File: config.mk
export PLATFORM = sky130hd
export DESIGN_NAME = read_data_router
export DESIGN_NICKNAME = d
export VERILOG_FILES = /design/src/rtl/read_data_router_pkg.sv /design/src/rtl/read_data_router_burst_track_fifo.sv /design/src/rtl/read_data_router.sv
export SDC_FILE = /design/constraint.sdc
export NUM_CORES = 1
export LEC_CHECK = 0
export BUFFER_PORTS_ARGS = -buffer_cell sky130_fd_sc_hd__buf_2
export CORE_ASPECT_RATIO = 0.9
export CORE_MARGIN = 5
export CORE_UTILIZATION = 46
export CTS_BUF_LIST = sky130_fd_sc_hd__clkbuf_4
export CTS_CLUSTER_DIAMETER = 200
export DETAILED_ROUTE_END_ITERATION = 7
export PLACE_DENSITY_LB_ADDON = 0.15
export SLEW_MARGIN = 20
export SYNTH_ARGS = -nofsm -noshare
export SYNTH_HDL_FRONTEND = slang
export SYNTH_SLANG_ARGS = --single-unit
File: constraint.sdc
create_clock -name clk -period 2.7 [get_ports clk]
set_input_delay 0.27 -clock clk [delete_from_list [all_inputs] [get_ports clk]]
set_output_delay 0.27 -clock clk [all_outputs]
set_load 0.005 [all_outputs]
File: src/rtl/read_data_router_pkg.sv
// Shared crossbar definitions for the R-channel return path.
// Master count, field widths, destination encoding and tracking entry.
package read_data_router_pkg;

  localparam int NUM_M = 3;
  localparam int ID_W  = 6;
  localparam int LEN_W = 8;
  localparam int DST_W = 2;

  typedef enum logic [DST_W-1:0] {
    DST_M0 = 2'd0,
    DST_M1 = 2'd1,
    DST_M2 = 2'd2
  } dst_t;

  typedef struct packed {
    dst_t             dst;
    logic [LEN_W-1:0] len;
  } track_t;

  localparam int TRACK_W = $bits(track_t);

  typedef enum logic {
    ST_IDLE,
    ST_BURST
  } rd_state_t;

  function automatic dst_t grant_to_dst(
    input logic [NUM_M-1:0] g
  );
    dst_t d;
    d = DST_M0;
    unique case (1'b1)
      g[0]:    d = DST_M0;
      g[1]:    d = DST_M1;
      g[2]:    d = DST_M2;
      default: d = DST_M0;
    endcase
    return d;
  endfunction

endpackage

File: src/rtl/read_data_router_burst_track_fifo.sv
// Outstanding-burst tracking FIFO: {dst, arlen} per accepted AR.
// Pointers carry an extra wrap bit to tell full from empty.
module burst_track_fifo
  import read_data_router_pkg::*;
#(
  parameter int DEPTH = 4,
  parameter int W     = TRACK_W
) (
  input  logic                     clk,
  input  logic                     rst_n,
  input  logic                     push,
  input  logic [W-1:0]             din,
  input  logic                     pop,
  output logic [W-1:0]             dout,
  output logic                     full,
  output logic                     empty,
  output logic [$clog2(DEPTH):0]   count
);

  localparam int AW = $clog2(DEPTH);

  logic [W-1:0] mem [DEPTH];
  logic [AW:0]  wr_ptr;
  logic [AW:0]  rd_ptr;
  logic         do_push;
  logic         do_pop;

  assign empty = (wr_ptr == rd_ptr);
  assign full  = (wr_ptr[AW] != rd_ptr[AW]) &&
                 (wr_ptr[AW-1:0] == rd_ptr[AW-1:0]);
  assign count = wr_ptr - rd_ptr;

  // a push into a full FIFO only lands when the head leaves this cycle
  assign do_pop  = pop && !empty;
  assign do_push = push && (!full || do_pop);

  assign dout = mem[rd_ptr[AW-1:0]];

  always_ff @(posedge clk or negedge rst_n) begin
    if (!rst_n) begin
      wr_ptr <= '0;
      rd_ptr <= '0;
    end else begin
      if (do_push) wr_ptr <= wr_ptr + 1'b1;
      if (do_pop)  rd_ptr <= rd_ptr + 1'b1;
    end
  end

  always_ff @(posedge clk) begin
    if (do_push) mem[wr_ptr[AW-1:0]] <= din;
  end

endmodule

File: src/rtl/read_data_router.sv
// Routes slave R beats to the master that issued the matching AR.
// One-entry holding stage; rlast regenerated from tracked arlen.
module read_data_router
  import read_data_router_pkg::*;
#(
  parameter int DATA_W = 32,
  parameter int DEPTH  = 4
) (
  input  logic              clk,
  input  logic              rst_n,
  input  logic              ar_fire,
  input  logic [NUM_M-1:0]  ar_grant,
  input  logic [LEN_W-1:0]  ar_arlen,
  output logic              ar_track_ready,
  input  logic [DATA_W-1:0] s_axi_rdata,
  input  logic [ID_W-1:0]   s_axi_rid,
  input  logic [1:0]        s_axi_rresp,
  input  logic              s_axi_rlast,
  input  logic              s_axi_rvalid,
  output logic              s_axi_rready,
  output logic [DATA_W-1:0] m_axi_rdata_m0,
  output logic [ID_W-1:0]   m_axi_rid_m0,
  output logic [1:0]        m_axi_rresp_m0,
  output logic              m_axi_rlast_m0,
  output logic              m_axi_rvalid_m0,
  input  logic              m_axi_rready_m0,
  output logic [DATA_W-1:0] m_axi_rdata_m1,
  output logic [ID_W-1:0]   m_axi_rid_m1,
  output logic [1:0]        m_axi_rresp_m1,
  output logic              m_axi_rlast_m1,
  output logic              m_axi_rvalid_m1,
  input  logic              m_axi_rready_m1,
  output logic [DATA_W-1:0] m_axi_rdata_m2,
  output logic [ID_W-1:0]   m_axi_rid_m2,
  output logic [1:0]        m_axi_rresp_m2,
  output logic              m_axi_rlast_m2,
  output logic              m_axi_rvalid_m2,
  input  logic              m_axi_rready_m2,
  output logic              rlast_err
);

  localparam int CNT_W = $clog2(DEPTH) + 1;

  rd_state_t         state;
  logic [LEN_W-1:0]  beat_cnt;
  track_t            head;
  track_t            push_entry;
  logic              fifo_full;
  logic              fifo_empty;
  logic [CNT_W-1:0]  fifo_cnt;
  logic              push_ok;
  logic              pop;
  logic              fifo_drains;
  logic              s_fire;
  logic              beat_last;
  logic              sel_ready;

  logic              hold_valid;
  dst_t              hold_dst;
  logic [DATA_W-1:0] hold_data;
  logic [ID_W-1:0]   hold_id;
  logic [1:0]        hold_resp;
  logic              hold_last;

  assign push_entry = '{dst: grant_to_dst(ar_grant), len: ar_arlen};

  assign beat_last   = (beat_cnt == head.len);
  assign s_fire      = s_axi_rvalid && s_axi_rready;
  assign pop         = s_fire && beat_last;
  assign push_ok     = ar_fire && (!fifo_full || pop);
  assign fifo_drains = (fifo_cnt == CNT_W'(1)) && !push_ok;

  burst_track_fifo #(
    .DEPTH (DEPTH),
    .W     (TRACK_W)
  ) u_track (
    .clk   (clk),
    .rst_n (rst_n),
    .push  (push_ok),
    .din   (push_entry),
    .pop   (pop),
    .dout  (head),
    .full  (fifo_full),
    .empty (fifo_empty),
    .count (fifo_cnt)
  );

  assign ar_track_ready = !fifo_full;

  always_comb begin
    sel_ready = 1'b0;
    unique case (hold_dst)
      DST_M0:  sel_ready = m_axi_rready_m0;
      DST_M1:  sel_ready = m_axi_rready_m1;
      DST_M2:  sel_ready = m_axi_rready_m2;
      default: sel_ready = 1'b0;
    endcase
  end

  assign s_axi_rready = (state == ST_BURST) &&
                        (!hold_valid || sel_ready);

  always_ff @(posedge clk or negedge rst_n) begin
    if (!rst_n) begin
      state    <= ST_IDLE;
      beat_cnt <= '0;
    end else begin
      unique case (state)
        ST_IDLE: begin
          beat_cnt <= '0;
          if (!fifo_empty) state <= ST_BURST;
        end
        ST_BURST: begin
          if (s_fire) begin
            if (beat_last) begin
              beat_cnt <= '0;
              if (fifo_drains) state <= ST_IDLE;
            end else begin
              beat_cnt <= beat_cnt + 1'b1;
            end
          end
        end
      endcase
    end
  end

  // load wins over drain so a stream keeps one beat per cycle
  always_ff @(posedge clk or negedge rst_n) begin
    if (!rst_n) begin
      hold_valid <= 1'b0;
      hold_dst   <= DST_M0;
      hold_data  <= '0;
      hold_id    <= '0;
      hold_resp  <= '0;
      hold_last  <= 1'b0;
      rlast_err  <= 1'b0;
    end else begin
      if (s_fire) begin
        hold_valid <= 1'b1;
        hold_dst   <= head.dst;
        hold_data  <= s_axi_rdata;
        hold_id    <= s_axi_rid;
        hold_resp  <= s_axi_rresp;
        hold_last  <= beat_last;
      end else if (sel_ready) begin
        hold_valid <= 1'b0;
      end
      if (s_fire && (s_axi_rlast != beat_last)) rlast_err <= 1'b1;
    end
  end

  assign m_axi_rvalid_m0 = hold_valid && (hold_dst == DST_M0);
  assign m_axi_rvalid_m1 = hold_valid && (hold_dst == DST_M1);
  assign m_axi_rvalid_m2 = hold_valid && (hold_dst == DST_M2);

  assign m_axi_rdata_m0 = hold_data;
  assign m_axi_rdata_m1 = hold_data;
  assign m_axi_rdata_m2 = hold_data;
  assign m_axi_rid_m0   = hold_id;
  assign m_axi_rid_m1   = hold_id;
  assign m_axi_rid_m2   = hold_id;
  assign m_axi_rresp_m0 = hold_resp;
  assign m_axi_rresp_m1 = hold_resp;
  assign m_axi_rresp_m2 = hold_resp;
  assign m_axi_rlast_m0 = hold_last;
  assign m_axi_rlast_m1 = hold_last;
  assign m_axi_rlast_m2 = hold_last;

endmodule
==> impl_results.md, run 1 <==
- Status: completed
- Synth warnings: 0
- Least-Margin Pin Slew: 0.686 ns
- Die Ht: 109 um
- Largest net degree at the start of global routing: 54
- Routed wire length: 11200 um
- CTS buffer count: 9
- Most frequent cell after synthesis: nand2_1
- GRT Resource Usage Total: 17.9%
- Layout cells sized above 1: 37.5%
- Final min period: 2.49 ns
- Slew HR: 54.3%
- VDD IR max: 0.442 mV
- Crit start category: flop
- Final net count: 692
- Initial core utilization: 46.5%
- Slew Limit Fails: 0
- PnR Total Power: 5.85 mW
- CP arrival: 2.64 ns
- DIE WIDTH: 120 um
- ANT nets after route: 0
- Worst slack, placed: 0.231 ns
- Unrepaired setup endpoints after global routing: no
- Clk sinks: 100
- Post-Syn Area: 4990 um^2
- CP max FO: 10
- CTS Root Cell: clkbuf_4
- Per-cell routed wire length: 14.8 um
- Crit path kind: flop to flop
- First-pass GRT wire length: 18600 um
- Seq/Total Area, Yosys: 54.2%
- Syn-to-layout area delta: 23.5%
- Final Hold Violating Endpoints: 0
- Element type at the critical path end: flop
- Seq cells post-synth: 100
- Hold_sp: ar_arlen[6]
- Area contributors post-synth: dfrtp_1, edfxtp_1, buf_4, nand2_1, mux4_1
- Latest clock arrival within the worst-skew pair: 0.45 ns
- Initial DRC count: 245
- Cell area after layout: 6160 um^2
- CTS tree: built
- Hold Path Stages: 1
- Worst Path Required: 2.86 ns
- Initial antenna violation count: 0
- Core area: 10700 um^2
- R2R depth: 7
- CTS clk-pin slew, worst paths: 0.18 ns
- Vias: 3672
- # setup viols final: 0
- Clock Path Buffers: 2
- Vias in the first global route: 3574
- Synth Instances: 462
- Placed Area: 5510 um^2
- EDFF count, synth: 40
- Cell row count: 36
- Number of port buffers: 186
- Max Cap Viol: 0
- Post-DP HPWL: 7910 um
- Final worst path period share: 92.2%
- Pwr dens: 948 nW/um^2
- Synth unique cells: 48
- Die footprint: 13000 um^2
- Setup slack, reg-to-reg: 0.21 ns
- Setup bufs post-CTS: 0
- Synthesized Nets: 530
- Synth async-reset ratio: 60.0%
- Yosys top cell area share: 30.1%
- Most used DFF post-synth: dfrtp_1
- Worst clock skew: 0.0219 ns
- Post-synth top area cell: dfrtp_1
- Mapped Avg Cell Area: 10.8 um^2
- Lkg Pwr: 3.03 nW
- Antenna diode count: 0
- PnR worst setup slack: 0.211 ns
- Total congestion overflow: 0
- DR pass1 iterations: 5
- Number of H-tree levels: 3
- Fin util: 57.5%
- GP Congestion: 0.766
- DR vias/cell: 4.82
- Synth top cells by count: nand2_1, buf_4, dfrtp_1
- I/O pin count: 188
- Crit Reg-Reg Startpoint: u_track.rd_ptr[0]
- Residual DRC: 0
- HP Class: input pin to flop
- Fmax: 0.402 GHz
- Crit. Startpoint: u_track.rd_ptr[0]
layout by cell type (no fill, tap or decap), types with 3 or more instances in the layout:
cell type and instances:
a31oi_1 3, buf_2 186, buf_4 17, clkbuf_4 9, dfrtp_1 59, dlygate4sd3_1 50, edfxtp_1 40, ha_1 8
inv_1 10, inv_6 3, mux4_1 7, mux4_2 3, nand2_1 146, nand3_1 5, nor2_1 13, o211ai_1 8
o21ai_0 4, o31ai_1 3, or3_1 3, or4_1 4, xnor2_1 9, xor2_1 3
final timing paths:
kind | to
max | u_track.mem[3][2]
min | u_track.mem[1][6]
max reg2reg | u_track.mem[3][2]
min reg2reg | rlast_err
max in group asynchronous | beat_cnt[7]
min in group asynchronous | m_axi_rdata_m0[26]
sequential cells by signal, summed over array words and instances (netlist names):
name            flops
hold_dst            2
beat_cnt            8
state               1
m_axi_rlast_m0      1
m_axi_rresp_m0      2
m_axi_rdata_m0     32
hold_valid          1
u_track.wr_ptr      3
u_track.rd_ptr      3
m_axi_rid_m0        6
rlast_err           1
u_track.mem        40
routing by layer:
layer / global-route usage [%] / wire length (um) / up-vias
li1: - / - / 1795
met1: 21.8 / 4550 / 1737
met2: 32.0 / 5880 / 127
met3: 4.10 / 687 / 13
met4: 4.91 / 123 / 0
met5: 0 / 0 / -
metrics by stage:
step	hold slack (ns)	TNS (ns)	std cells
after floorplan	-0.0256	-3.25	462
after global placement	0.345	0	696
after detailed placement	0.343	0	696
after CTS	0.0140	0	762
after global routing	0.000812	0	762
final	0.0658	0	762
power by group:
part / leakage, nW / switching [mW] / total [mW] / internal, mW
Clock: 0.0854 / 0.541 / 0.850 / 0.308
Sequential: 1.10 / 0.396 / 2.48 / 2.08
Combinational: 1.84 / 1.30 / 2.52 / 1.22
final cells by class:
| class | count | area, um^2 |
|---|---|---|
| fill | 906 | 4560 |
| sequential | 100 | 2700 |
| timing repair buffer | 253 | 1560 |
| multi-input combinational | 250 | 1540 |
| tap | 133 | 166 |
| clock inverter | 7 | 87.6 |
| clock buffer | 9 | 67.6 |
| inverter | 10 | 37.5 |
logic make-up after synthesis:
family / after synthesis / synth area share (%)
flip-flops: 100 / 54.2
AO/OA/AOI/OAI: 29 / 4.24
AND/OR/NAND/NOR: 187 / 16.3
buffers and inverters: 112 / 15.1
adder cells (fa/ha/maj): 9 / 2.41
multiplexers: 13 / 5.69
XOR/XNOR: 12 / 2.11
critical path: stages (launching register included):
cell and delay, ns:
dfrtp_1 0.39, buf_4 0.19, mux4_1 0.59, xnor2_1 0.18, nand4_2 0.12, o31a_2 0.38
nor3_2 0.11, buf_4 0.22
what timing repair did:
item / in CTS / in global routing
hold buffers: 50 / 0
hold endpoints to repair: 96 / 0
resized for setup: 0 / 1
endpoints found under the setup margin: 0 / 1
Power figures use the tool's default switching activity.
==> inputs of run 2 (changes only) <==
- GPL_TIMING_DRIVEN: unset -> 1
- SLEW_MARGIN: 20 -> unset
- SYNTH_HIERARCHICAL: unset -> 1
==> run 2 against run 1 <==
The run now ends with setup timing left. Routed wire length increased by 0.36%. Sequential cell count unchanged. Total power down 0.27%. Cell area shrank 1.1%. Critical path type unchanged. Critical endpoint is now u_track/mem[2][8]. Largest cell class unchanged.
==> impl_results.md, run 2 <==
- Status: complete, but fails checks
- Failing checks: setup timing
- Residual DRC: 0
- Slew HR: 58.6%
- Vias: 3566
- Synth unique cells: 44
- Switching Power: 2.22 mW
- Synth top cells by count: nand2_1, buf_4, dfrtp_1
- Crit start category: flop
- Routed wire length: 11300 um
- Synthesized Nets: 516
- Seq cells post-synth: 100
- Die footprint: 12800 um^2
- CTS tree: built
- PnR Total Power: 5.83 mW
- Syn-to-layout area delta: 24.7%
- Cell area after layout: 6090 um^2
- Metal3 WL: 683 um
- Delay of the slowest critical-path stage: 0.52 ns
- Area contributors post-synth: dfrtp_1, edfxtp_1, buf_4, nand2_1, mux4_2
- Most frequent cells in the layout: buf_2, nand2_1, dfrtp_1, edfxtp_1, dlygate4sd3_1
- Worst Path Required: 2.85 ns
- DR vias/cell: 4.81
- Lkg Pwr: 3.06 nW
- CP max FO: 8
- Synth warnings: 6
- GRT Resource Usage Total: 17.5%
- Clk sinks: 100
- Synth async-reset ratio: 60.0%
- Final net count: 675
- Post-synth top area cell: dfrtp_1
- Initial core utilization: 47.3%
- CP arrival: 3.01 ns
- Most used DFF post-synth: dfrtp_1
- Total congestion overflow: 0
- Number of port buffers: 186
- Seq/Total Area, Yosys: 55.3%
- I/O pin count: 188
- Worst clock skew: 0.0223 ns
- Initial DRC count: 185
- Flop pwr share: 43.7%
- Comb pwr share: 44.4%
- Compound-cell area share of the yosys netlist: 2.43%
- Per-cell routed wire length: 15.2 um
- Pint: 3.61 mW
- Layout cells sized above 1: 43.5%
- Xor/xnor share of the synthesized area: 2.48%
- CTS buffer count: 9
- Most common cell after layout, fill and taps aside: buf_2
- Placed Area: 5490 um^2
- Largest family of logic cells by synthesized area: simple AND/OR/NAND/NOR gates
- Least-Margin Pin Slew: 0.622 ns
- Post-DP HPWL: 7800 um
- First-pass GRT wire length: 17800 um
- Adder-cell area share of the yosys netlist: 2.46%
- Number of H-tree levels: 3
- Slowest stage cell on the critical path: mux4_2
- Routed wl met2: 5930 um
- Vias in the first global route: 3527
- Mapped Avg Cell Area: 10.9 um^2
- EDFF count, synth: 40
- R2R depth: 11
- Die Ht: 108 um
- Pwr dens: 957 nW/um^2
- WP depth: 11
- Simple-gate portion of the synthesized area: 16.5%
- Uppermost layer routed: met4
- HP Class: input pin to flop
- Largest net degree at the start of global routing: 47
- Final min period: 2.86 ns
- Fmax: 0.350 GHz
- GP Congestion: 0.751
- Unrepaired setup endpoints after global routing: yes
- Initial antenna violation count: 0
- # setup viols final: 43
- Antenna diode count: 0
- Core area: 10300 um^2
- Latest clock arrival within the worst-skew pair: 0.45 ns
- Synth Instances: 448
- Multiplexer share of the synthesized area: 5.79%
- DR pass1 iterations: 4
- CTS clk-pin slew, worst paths: 0.16 ns
- CTS Root Cell: clkbuf_4
- DIE WIDTH: 119 um
- Most frequent cell after synthesis: nand2_1
- Max Cap Viol: 0
- Largest register FFs: 40
- Final Hold Violating Endpoints: 0
- Switching Fraction: 38.1%
- Slew Limit Fails: 0
- Element type at the critical path end: flop
- Final worst path period share: 106%
- Post-Syn Area: 4890 um^2
- Clk pwr share: 11.9%
- PnR worst setup slack: -0.160 ns
- Metal-1 WL: 4510 um
- Crit path kind: flop to flop
- WP buf/inv: 3
- Hold Path Stages: 3
- Worst-path cell chain: buf_12, buf_4, mux4_2, xor2_1, nor4_2, and2_4, nand2_4, inv_2, nand3b_1, or2_4, and3_4
- Cell row count: 35
- VDD IR max: 0.381 mV
- ANT nets after route: 0
- CP delay by family, top: simple AND/OR/NAND/NOR gates
- Clock Path Buffers: 2
- Yosys top cell area share: 30.7%
## run 2: cell count changes in the layout (fill, tap and decap cells not counted), moves of 5 or more
cell and change:
buf_4 +6, mux4_2 +7, nor2_1 -12, mux4_1 -7, and3_4 +6, xnor2_1 -5, nand2_1 -6, o211ai_1 -8
nand3_1 +5, dlygate4sd3_1 -18
## run 2: power by group through the flow
| stage | Clock [mW] | Combinational (mW) | Sequential [mW] |
|---|---|---|---|
| 3_3_place_gp | 0 | 2.42 | 2.55 |
| 5_1_grt | 0.782 | 2.87 | 2.63 |
| 6_report | 0.693 | 2.59 | 2.55 |
| 2_1_floorplan | 0 | 1.92 | 2.54 |
| 4_1_cts | 0.733 | 2.59 | 2.55 |
| 3_5_place_dp | 0 | 2.45 | 2.59 |
## run 2: path summary, 6_finish.rpt
kind,endpoint,slack (ns),start
max in group asynchronous,m_axi_rdata_m0[25],1.61,rst_n
worst max-delay path,u_track/mem[2][8],-0.16,u_track/rd_ptr[0]
min in group asynchronous,u_track/wr_ptr[1],0.36,rst_n
worst max register to register,u_track/mem[2][8],-0.16,u_track/rd_ptr[0]
worst min register to register,rlast_err,0.47,rlast_err
worst min-delay path,m_axi_rid_m0[3],0.03,s_axi_rid[3]
## run 2: area by class of cell
class / count / area, um^2
inverters: 10 / 37.5
repair buffers: 245 / 1500
flip-flops and latches: 100 / 2700
clock inverters: 4 / 25.0
multi-input cells: 241 / 1580
clock buffers: 12 / 90.1
well taps: 129 / 161
fillers: 877 / 4240
## run 2: routing by layer
| metal | GRT usage, % | vias up |
|---|---|---|
| met1 | 19.9 | 1695 |
| met4 | 4.80 | 0 |
| li1 | - | 1735 |
| met3 | 4.20 | 16 |
| met5 | 0 | - |
| met2 | 32.7 | 120 |
## run 2: what timing repair did
| action | CTS | global route |
|---|---|---|
| endpoints found under the setup margin | 44 | 45 |
| gates cloned | 3 | 0 |
| buffers inserted | 3 | 7 |
| endpoints found under the hold margin | 56 | 0 |
| hold buffers | 32 | 0 |
| pin swaps | 9 | 7 |
| gates resized for setup | 8 | 6 |
## run 2: worst reg2reg max path, cell delays in order (launching register included)
cell and delay (ns):
dfrtp_1 0.40, buf_12 0.13, buf_4 0.12, mux4_2 0.52, xor2_1 0.17, nor4_2 0.32, and2_4 0.22, nand2_4 0.06
inv_2 0.06, nand3b_1 0.14, or2_4 0.18, and3_4 0.26
## run 2: kinds of logic after synthesis
family | after synthesis
adder cells (fa/ha/maj) | 9
XOR/XNOR | 13
buffers and inverters | 110
AND/OR/NAND/NOR | 185
multiplexers | 15
AO/OA/AOI/OAI | 16
flip-flops | 100
## run 2: metrics by stage
step	setup slack [ns]	setup TNS (ns)	std cells	hold slack (ns)	utilization (%)
floorplan	-0.0857	-3.02	448	-0.0256	-
global placement	-0.140	-4.92	680	0.319	53.1
detailed placement	-0.194	-7.08	680	0.322	53.1
CTS	-0.107	-3.11	734	0.0000590	58.2
global route	-0.241	-9.59	741	0.00612	59.0
finish	-0.160	-5.27	741	0.0259	59.0
==> inputs of run 3 (changes only) <==
- RECOVER_POWER: unset -> 25
==> run 3 against run 2 <==
Critical path type unchanged. First-iteration DRC count is 1.1% higher. Core utilization is 0.17 points lower. Sequential cell count stayed put. Clock power hardly changed. Routed wire length is 0.15% lower. Setup slack better by 0.0093 ns. Final cell count stayed put. The run still ends with setup timing left. Non-clock buffer count stayed put. Largest cell class unchanged. Sequential power hardly changed. Highest routed layer unchanged. Sequential share of layout area is 0.13 points higher. Register-to-register slack hardly changed. Worst hold slack better by 0.0023 ns.
==> impl_results.md, run 3 (synthesis results as in run 2) <==
- GP Congestion: 0.751
- Core area: 10300 um^2
- CP arrival: 3.00 ns
- Worst Path Required: 2.85 ns
- CP delay by family, top: simple AND/OR/NAND/NOR gates
- Post-DP HPWL: 7800 um
- Slowest stage cell on the critical path: mux4_2
- Unrepaired setup endpoints after global routing: yes
- Layout cells sized above 1: 41.5%
- Fmax: 0.351 GHz
- Max Cap Viol: 0
- Final min period: 2.85 ns
- Clk sinks: 100
- Cell row count: 35
- Pwr dens: 958 nW/um^2
- CTS buffer count: 9
- Crit path kind: flop to flop
- Final Hold Violating Endpoints: 0
- First-pass GRT wire length: 17800 um
- Most common cell after layout, fill and taps aside: buf_2
- Latest clock arrival within the worst-skew pair: 0.44 ns
- ANT nets after route: 0
- Die Ht: 108 um
- HP Class: input pin to flop
- Fin util: 58.8%
- Per-cell routed wire length: 15.2 um
- Final worst path period share: 106%
- CTS tree: built
- # setup viols final: 43
- Lkg Pwr: 3.03 nW
- Vias: 3557
- Slew HR: 1.34%
- Status: complete, but fails checks
- Failing checks: setup timing
- Initial DRC count: 187
- Worst hold slack: 0.0282 ns
- Initial core utilization: 47.3%
- Least-Margin Pin Slew: 1.48 ns
- DR pass1 iterations: 4
- CTS Root Cell: clkbuf_4
- Routed wire length: 11300 um
- Final net count: 675
- Vias in the first global route: 3527
- Area taken by multi-input logic gates: 1580 um^2
- Worst clock skew: 0.0238 ns
- Worst-path cell chain: buf_12, buf_4, mux4_2, xor2_1, nor4_2, and2_4, nand2_4, inv_2, nand3b_1, or2_4, and3_4
- Clock Path Buffers: 2
- Number of port buffers: 186
- VDD IR max: 0.381 mV
- DIE WIDTH: 119 um
- Die footprint: 12800 um^2
- DR vias/cell: 4.80
- Total congestion overflow: 0
- Layout fillers: 881
- Worst slack, placed: -0.194 ns
- Initial antenna violation count: 0
- CTS clk-pin slew, worst paths: 0.16 ns
- CP max FO: 8
- GRT Resource Usage Total: 17.5%
- Element type at the critical path end: flop
- PnR worst setup slack: -0.151 ns
- Crit start category: flop
- WP buf/inv: 3
- Number of H-tree levels: 3
- Delay of the slowest critical-path stage: 0.51 ns
- Syn-to-layout area delta: 24.3%
- Reg area: 2700 um^2
- I/O pin count: 188
- Largest net degree at the start of global routing: 47
- Slew Limit Fails: 0
- Antenna diode count: 0
- Most frequent cells in the layout: buf_2, nand2_1, dfrtp_1, edfxtp_1, dlygate4sd3_1
- Largest register FFs: 40
- Residual DRC: 0
## run 3: changes by cell type in the layout (fill, tap and decap cells not counted), sizes merged
cell    before  now
buf        213  201
clkbuf      12   24
## run 3: routing by layer
metal	part of all wire (%)	track usage, %	vias to the layer above
met1	40	19.9	1691
met3	6.2	4.20	16
met2	53	32.7	116
met5	0	0	-
met4	1.4	4.80	0
li1	-	-	1734
## run 3: what timing repair did
| action | in CTS | in global routing |
|---|---|---|
| setup endpoints to repair | 44 | 45 |
| resized for setup | 8 | 6 |
| setup buffers | 3 | 7 |
| hold buffers | 32 | 0 |
| cloned | 3 | 0 |
| hold endpoints to repair | 56 | 0 |
| pin swaps | 9 | 7 |
## run 3: final cells by class
cell class	instances	area share (%)
well taps	129	2.66
inverters	10	0.618
repair buffers	245	24.3
clock buffers	12	1.48
flip-flops and latches	100	44.5
multi-input cells	241	26.0
clock inverters	4	0.412
## run 3: per-stage QoR
| stage | instances | power [mW] | setup TNS, ns | instance area [um^2] |
|---|---|---|---|---|
| floorplan | 448 | 4.46 | -3.02 | 4950 |
| global placement | 680 | 4.97 | -4.92 | 5490 |
| detailed placement | 680 | 5.04 | -7.08 | 5490 |
| CTS | 734 | 5.88 | -3.11 | 6010 |
| global route | 741 | 6.28 | -9.59 | 6080 |
| finish | 741 | 5.82 | -5.16 | 6080 |
## run 3: worst reg2reg max path: stages (launching register included)
cell and delay (ns):
dfrtp_1 0.40, buf_12 0.13, buf_4 0.12, mux4_2 0.52, xor2_1 0.17, nor4_2 0.32
and2_4 0.22, nand2_4 0.06, inv_2 0.06, nand3b_1 0.14, or2_4 0.17, and3_4 0.25
## run 3: final timing paths
| kind | start | endpoint | slack, ns | cells after the start |
|---|---|---|---|---|
| max | u_track/rd_ptr[0] | u_track/mem[2][8] | -0.15 | 11 |
| min | s_axi_rdata[30] | m_axi_rdata_m0[30] | 0.03 | 3 |
| max reg2reg | u_track/rd_ptr[0] | u_track/mem[2][8] | -0.15 | 11 |
| min reg2reg | rlast_err | rlast_err | 0.47 | 1 |
| max in group asynchronous | rst_n | u_track/rd_ptr[1] | 0.54 | 3 |
| min in group asynchronous | rst_n | u_track/wr_ptr[1] | 0.70 | 2 |
## run 3: report_power, final
group          leakage, nW  total [mW]  internal, mW  switching [mW]
logic                 1.88        2.58          1.28            1.30
registers             1.08        2.55          2.11           0.441
clock network       0.0642       0.692         0.220           0.471
total                 3.03        5.82          3.61            2.21
